### src/rtl/fifo_pkg.sv
// Shared definitions for the single-clock FIFO family.
//   cnt_w(depth) : width of an occupancy count that can hold 0..depth
//   ptr_w(depth) : width of a read/write pointer covering 0..depth-1 (min 1)
//   WIDTH_DEF / DEPTH_DEF : default geometry
//   rd_mode_e    : STD (registered read) or FWFT (first-word-fall-through)
package fifo_pkg;

  localparam int WIDTH_DEF = 8;
  localparam int DEPTH_DEF = 16;

  typedef enum logic {
    STD  = 1'b0,
    FWFT = 1'b1
  } rd_mode_e;

  function automatic int cnt_w(input int depth);
    return $clog2(depth + 1);
  endfunction

  function automatic int ptr_w(input int depth);
    return (depth > 2) ? $clog2(depth) : 1;
  endfunction

endpackage

### src/rtl/fifo_regfile.sv
// DEPTH x WIDTH storage array for the FIFO.
//   clk   : write clock
//   we    : write enable
//   waddr : write address (0..DEPTH-1)
//   wdata : write data
//   raddr : read address (0..DEPTH-1)
//   rdata : combinational read data at raddr
module fifo_regfile #(
  parameter int WIDTH = fifo_pkg::WIDTH_DEF,
  parameter int DEPTH = fifo_pkg::DEPTH_DEF
) (
  input  logic                                clk,
  input  logic                                we,
  input  logic [fifo_pkg::ptr_w(DEPTH)-1:0]   waddr,
  input  logic [WIDTH-1:0]                    wdata,
  input  logic [fifo_pkg::ptr_w(DEPTH)-1:0]   raddr,
  output logic [WIDTH-1:0]                    rdata
);

  logic [WIDTH-1:0] mem [DEPTH];

  // No reset: contents are don't-care until written.
  always_ff @(posedge clk) begin
    if (we) mem[waddr] <= wdata;
  end

  assign rdata = mem[raddr];

endmodule

### src/rtl/sync_fifo_param.sv
// Single-clock parametrised FIFO with occupancy count, almost flags,
// synchronous flush and optional first-word-fall-through read.
//   clk          : clock, all logic on rising edge
//   clear_n      : asynchronous active-low reset
//   flush        : synchronous clear of pointers/count/flags (dout holds)
//   din/wr_en    : write data / write request
//   rd_en        : read request (pop in FWFT mode)
//   dout         : read data
//   full/almost_full/empty/almost_empty : registered from next count
//   count        : occupancy 0..DEPTH
//   wr_ack/wr_err/rd_ack/rd_err : outcome of the request at the previous edge
module sync_fifo_param #(
  parameter int WIDTH     = fifo_pkg::WIDTH_DEF,
  parameter int DEPTH     = fifo_pkg::DEPTH_DEF,
  parameter int AF_MARGIN = 1,
  parameter int AE_MARGIN = 1,
  parameter int FWFT      = 0
) (
  input  logic                                clk,
  input  logic                                clear_n,
  input  logic                                flush,
  input  logic [WIDTH-1:0]                    din,
  input  logic                                wr_en,
  input  logic                                rd_en,
  output logic [WIDTH-1:0]                    dout,
  output logic                                full,
  output logic                                almost_full,
  output logic                                empty,
  output logic                                almost_empty,
  output logic [fifo_pkg::cnt_w(DEPTH)-1:0]   count,
  output logic                                wr_ack,
  output logic                                wr_err,
  output logic                                rd_ack,
  output logic                                rd_err
);

  import fifo_pkg::*;

  localparam int CW = cnt_w(DEPTH);
  localparam int PW = ptr_w(DEPTH);
  localparam rd_mode_e RD_MODE = (FWFT != 0) ? fifo_pkg::FWFT : STD;

  logic [PW-1:0]    wptr, rptr;
  logic [CW-1:0]    cnt_next;
  logic             wr_accept, rd_accept;
  logic [WIDTH-1:0] rd_data;

  // Explicit wrap so DEPTH need not be a power of two.
  function automatic logic [PW-1:0] next_ptr(input logic [PW-1:0] p);
    return (p == PW'(DEPTH - 1)) ? '0 : p + PW'(1);
  endfunction

  // A full FIFO may still take a write when a read frees a slot on the same
  // edge; an empty FIFO never bypasses a write to the read side.
  assign rd_accept = rd_en && !empty;
  assign wr_accept = wr_en && (!full || rd_accept);

  always_comb begin
    cnt_next = count;
    if (flush) begin
      cnt_next = '0;
    end else if (wr_accept && !rd_accept) begin
      cnt_next = count + CW'(1);
    end else if (rd_accept && !wr_accept) begin
      cnt_next = count - CW'(1);
    end
  end

  always_ff @(posedge clk or negedge clear_n) begin
    if (!clear_n) begin
      wptr         <= '0;
      rptr         <= '0;
      count        <= '0;
      full         <= 1'b0;
      almost_full  <= 1'b0;
      empty        <= 1'b1;
      almost_empty <= 1'b1;
      wr_ack       <= 1'b0;
      wr_err       <= 1'b0;
      rd_ack       <= 1'b0;
      rd_err       <= 1'b0;
    end else begin
      count        <= cnt_next;
      full         <= (cnt_next == CW'(DEPTH));
      almost_full  <= (cnt_next >= CW'(DEPTH - AF_MARGIN));
      empty        <= (cnt_next == '0);
      almost_empty <= (cnt_next <= CW'(AE_MARGIN));
      if (flush) begin
        wptr   <= '0;
        rptr   <= '0;
        wr_ack <= 1'b0;
        wr_err <= 1'b0;
        rd_ack <= 1'b0;
        rd_err <= 1'b0;
      end else begin
        if (wr_accept) wptr <= next_ptr(wptr);
        if (rd_accept) rptr <= next_ptr(rptr);
        wr_ack <= wr_accept;
        wr_err <= wr_en && !wr_accept;
        rd_ack <= rd_accept;
        rd_err <= rd_en && !rd_accept;
      end
    end
  end

  fifo_regfile #(
    .WIDTH (WIDTH),
    .DEPTH (DEPTH)
  ) u_regfile (
    .clk   (clk),
    .we    (wr_accept && !flush),
    .waddr (wptr),
    .wdata (din),
    .raddr (rptr),
    .rdata (rd_data)
  );

  if (RD_MODE == STD) begin : g_std
    logic [WIDTH-1:0] dout_q;

    always_ff @(posedge clk or negedge clear_n) begin
      if (!clear_n) begin
        dout_q <= '0;
      end else if (!flush && rd_accept) begin
        dout_q <= rd_data;
      end
    end

    assign dout = dout_q;
  end else begin : g_fwft
    // Head of queue straight from the array; stale but stable when empty.
    assign dout = rd_data;
  end

endmodule

### config.mk
export PLATFORM = sky130hd
export DESIGN_NAME = sync_fifo_param
export DESIGN_NICKNAME = d
export VERILOG_FILES = /design/src/rtl/fifo_pkg.sv /design/src/rtl/fifo_regfile.sv /design/src/rtl/sync_fifo_param.sv
export SDC_FILE = /design/constraint.sdc
export NUM_CORES = 1
export LEC_CHECK = 0
export ABC_AREA = 1
export BUFFER_PORTS_ARGS = -buffer_cell sky130_fd_sc_hd__buf_2
export CORE_MARGIN = 2
export CORE_UTILIZATION = 25
export CTS_BUF_LIST = sky130_fd_sc_hd__clkbuf_16
export CTS_CLUSTER_SIZE = 30
export DETAILED_ROUTE_END_ITERATION = 12
export PLACE_DENSITY_LB_ADDON = 0.08
export SLEW_MARGIN = 40
export SYNTH_ARGS = -nofsm -noshare
export SYNTH_HDL_FRONTEND = slang
export SYNTH_SLANG_ARGS = --single-unit
### constraint.sdc
create_clock -name clk -period 2.5 [get_ports clk]
set_input_delay 0.5 -clock clk [delete_from_list [all_inputs] [get_ports clk]]
set_output_delay 0.5 -clock clk [all_outputs]
set_load 0.05 [all_outputs]
# Yosys cells after proc, flatten, opt, wreduce, memory -nomap -nowiden
# Memories as Yosys holds them, arrays and structs flattened. A register that Yosys moved wholly into a read port is not among the register bits.
# Cells that the tools add are included.
# Widths: inputs -> output; s select.
# op_classes
n_addsub,4
order_cmp,2
n_eq_ne,3
n_mux,15
reduce_logical,18
# op_table
op,n
$mux 4,6
$mux 5,3
$add 4x1->4 const B,2
$eq 4x4->1 const B,2
$logic_and 1x1->1,8
$logic_not 1->1,6
$mux 1,6
$add 5x1->5 const B,1
$eq 5x5->1 const B,1
$ge 5x4->1 const B,1
$le 5x1->1 const B,1
$logic_not 5->1,1
$sub 5x1->5 const B,1
$reduce_bool 2->1,2
$logic_or 1x1->1,1
# totals
regBits,21
mem_bits_rw,128
wordCells,54
n_memories,1
# mem_list
name,words,word_bits,rd,rd_ports_with_merged_regs,write_ports,line_no,rtl
u_regfile.mem,16,8,1,1,1,fifo_regfile.sv:20,logic [WIDTH-1:0] mem [DEPTH];

# Longest topological paths before layout
# logic_depth
ltp_word,10
mapped_depth,10
ltp_nobuf,10

# By module
# A second synthesis with hierarchy kept.
# hier_totals
cells_unflattened,710
area_unflattened_um2,7054.3
# modules_own_cells
mod,instances,cells_per_inst,area_per_inst_um2,seq_area_each_um2
fifo_regfile,1,543,5606.6,3843.7
sync_fifo_param,1,167,1447.6,728.2

# Worst setup path after synthesis
# OpenSTA, ideal clock, no wires.
# synth_path
kind,reg-to-reg
start,register empty
end,memory u_regfile.mem[4][0] in the netlist's numbering (enable)
setup_time_ps,370
arrival_time_ps,1495
t_required_ps,2130
slack_ps,635
path_stages_with_launch,8
n_path_buf,0
synth_period_minus_slack_ps,1865
cell_sequence,dfstp_2 -> inv_1 -> nand2_4 -> nand2_1 -> nand2_2 -> nor2_8 -> nand2_1 -> nor2_1
# synth_via
elab_chain_cells,7
# synth_rtl
element,line_no,rtl
start: declaration,sync_fifo_param.sv:28,"output logic empty,"
start signal: assignment,sync_fifo_param.sv:86,empty <= (cnt_next == '0);
$logic_not 1->1,sync_fifo_param.sv:55,assign rd_accept = rd_en && !empty;
$logic_and 1x1->1,sync_fifo_param.sv:55,
$logic_or 1x1->1,sync_fifo_param.sv:56,assign wr_accept = wr_en && (!full || rd_accept);
$logic_and 1x1->1,sync_fifo_param.sv:56,
$logic_and 1x1->1,sync_fifo_param.sv:111,".we (wr_accept && !flush),"
$mux 1,fifo_regfile.sv:24,if (we) mem[waddr] <= wdata;
$mux 1 (implied by the code),fifo_regfile.sv:24,
end: declaration,fifo_regfile.sv:20,
# Every way passes these cells.

# Worst setup path after layout
# layout_path
start,register empty
end,memory u_regfile.mem[4][5] in the netlist's numbering (enable)
# The elaborated chain is that of the path after synthesis.

==> flow_summary.toml <==
[min_path]
hp-class = "primary input to flop"
hp-start = "rd_en"
whs_path_depth = 3
worstHoldEndpoint = "rd_err"

[power]
p_leak_nw = 3.04
power-per-cell-area_nw_per_um2 = 903
ir_worst_vdd_v = 0.000333

[setup_path]
startpoint_type = "flop"
r2r_end = "u_regfile.mem[4][5]"
rrSetupSlack_ns = 0.57
crit_type = "flop to flop"
cp-end-kind = "flop"
required_ns = 2.64
cp_cell_sequence = "inv_1 -> nand2_4 -> nand2_1 -> nand2_2 -> nor2_8 -> nand2_1 -> nor2_1 -> buf_4"
slowest_delay_ns = 0.38
worstRegToRegCells = 8
slowest_stage = "dfstp_2"
cp.arrival_ns = 2.06
cpLargestDelayFamily = "simple AND/OR/NAND/NOR gates"
critPathMaxFanout = 8
path_buf_inv = 2
reg2reg_from = "empty"
crit_top_cell = "nand2_1"

[logic_synthesis]
yosysWarnings = 0
ys_types = 34
netlist.area_leader.share_pct = 57.9
synth_seq_area_share_pct = 68.8
synth_flop_cell = "edfxtp_1"
synth_largest_area_cell = "edfxtp_1"
synthCells = 581
synth-edff-count = 128
syn_nets = 601
synth-seq-cells = 157
post_synth_instance_area_sq_um = 6640
synthArstFlopShare_pct = 18.5
syn_avg_cell_area_sq_um = 11.4
synth_area_leaders = "edfxtp_1, dfrtp_1, nand2_1"

[place]
gp_congestion = 0.828
placed_area_sq_um = 7240
pre_cts_ws_ns = 0.372
dp_hpwl_um = 12500
port_buffers = 33

[cells_and_area]
final_core_utilization_pct = 30.2
final_cell_mix = "nand2_1, edfxtp_1, nor2_1"
fin_nets = 653
antenna_cells = 0
drive_gt1_share_pct = 18.4
fillerInstances = 2685
syn2layout_area_growth_pct = 18.3
final_cell_area_sq_um = 7860

[floorplanning]
die_x_um = 167
io_pins = 34
core_area_sq_um = 26100
die-area_sq_um = 27900
num_rows = 59
start_util_pct = 25.5
die_h_um = 167

[cts]
clock_path_buffers = 2
cts_inserted_buffers = 17
cts-root-buf = "clkbuf_16"
cts.reportedPaths.clkPinSlew_ns = 0.07
postCtsHoldBufs = 0
postCtsSetupBuffers = 0
htree_num_levels = 4
cts_resized = 0
cts_tree = "yes"
cts_sinks = 157
insertion_delay_ns = 0.43

[route]
via_per_inst = 4.39
drt_wl_total_um = 18400
dr.pass1.iters = 5
drt_drc_violations_left = 0
drt_iter0_drc = 311
wl_per_cell_um = 18.7
ant_nets = 0
vias = 4310

[timing]
post-route-period-util_pct = 77.1
fin_skew_ns = 0.0202
setup_ws_ns = 0.573
hold_viol_final = 0
rsz0062_at_grt = "no"
period_minus_slack_ns = 1.93
tightestPinTransition_ns = 0.655
setup_tns_ns = 0
finalSetupViolations = 0
slew_violations = 0
relSlewSlack_pct = 56.3
fmax_ghz = 0.519

[grt]
grt_first_pass_wirelength_um = 27800
overflow = 0
grt_pass1_vias = 4603
grtUsageTotal_pct = 13.7
grt_max_degree = 42
antenna_found_initial = 0

[run]
cap_violations = 0

[run_status]
status = "finished clean"
-- worst reg2reg max path, delay by kind of cell, from the launching register on --
family | cells | cell delay [ns]
buffers and inverters | 2 | 0.29
DFF | 1 | 0.38
and+or+nand+nor | 6 | 0.97
-- area by class of cell --
type                       count  area, sq um  area share, %
sequential                   157         4570           58.2
multi-input combinational    367         1790           22.8
clock buffer                  17          425           5.41
tap                          335          419           5.33
timing repair buffer          55          365           4.65
clock inverter                15          151           1.93
inverter                      35          134           1.70
-- synth_stat cells, drive strengths merged, types with 4 or more instances --
library cell and count:
o22ai 19, nor2 85, dfrtp 27, nand2 134, buf 18, ha 7, clkbuf 4, o21ai 56
nand3 26, edfxtp 128, a21boi 8, inv 34, a21oi 24
-- how the worst max path moves through the flow --
| stage | endpoint | cells after the start | from | slack (ns) |
|---|---|---|---|---|
| after floorplan | u_regfile.mem[4][0] | 7 | empty | 0.64 |
| after detailed placement | u_regfile.mem[12][4] | 8 | rd_en | 0.37 |
| after global routing | u_regfile.mem[4][5] | 8 | empty | 0.44 |
| final | u_regfile.mem[4][5] | 8 | empty | 0.57 |
| after CTS | u_regfile.mem[12][3] | 8 | empty | 0.52 |
| after global placement | u_regfile.mem[4][7] | 8 | rd_en | 0.41 |
-- flip-flops by register name, indices dropped and copies added (netlist names) --
signal	count
count	5
full	1
dout	8
almost_empty	1
u_regfile.mem	128
empty	1
rd_err	1
wr_ack	1
rd_ack	1
rptr	4
wptr	4
wr_err	1
almost_full	1
-- through the flow --
stage | cells | hold WS (ns) | total power [mW]
6_report | 981 | 0.336 | 7.09
5_1_grt | 981 | 0.320 | 7.45
4_1_cts | 979 | 0.141 | 7.19
2_1_floorplan | 581 | 0.204 | 4.17
3_3_place_gp | 947 | 0.466 | 4.66
3_5_place_dp | 947 | 0.463 | 4.64
-- where the power goes --
part | switching, mW | internal [mW]
Clock | 1.13 | 1.40
Sequential | 0.0939 | 2.97
Combinational | 1.13 | 0.367
-- logic make-up (layout without fill, tap and decap cells) --
kind of cell,count (synthesis),in the layout,synth area share (%)
AO/OA/AOI/OAI,108,108,8.89
XOR/XNOR,2,2,0.264
adder cells (fa/ha/maj),7,7,1.32
buffers and inverters,57,122,4.26
flip-flops,157,157,68.8
AND/OR/NAND/NOR,250,250,16.5
-- metal layers --
layer / vias to the layer above / GRT usage [%] / share of wire (%)
li1: 2115 / - / -
met1: 2095 / 17.1 / 45
met2: 78 / 23.1 / 50
met3: 22 / 3.47 / 3.1
met4: 0 / 4.61 / 2.0
met5: - / 0 / 0
No activity file was read; power rests on OpenSTA's default activity.
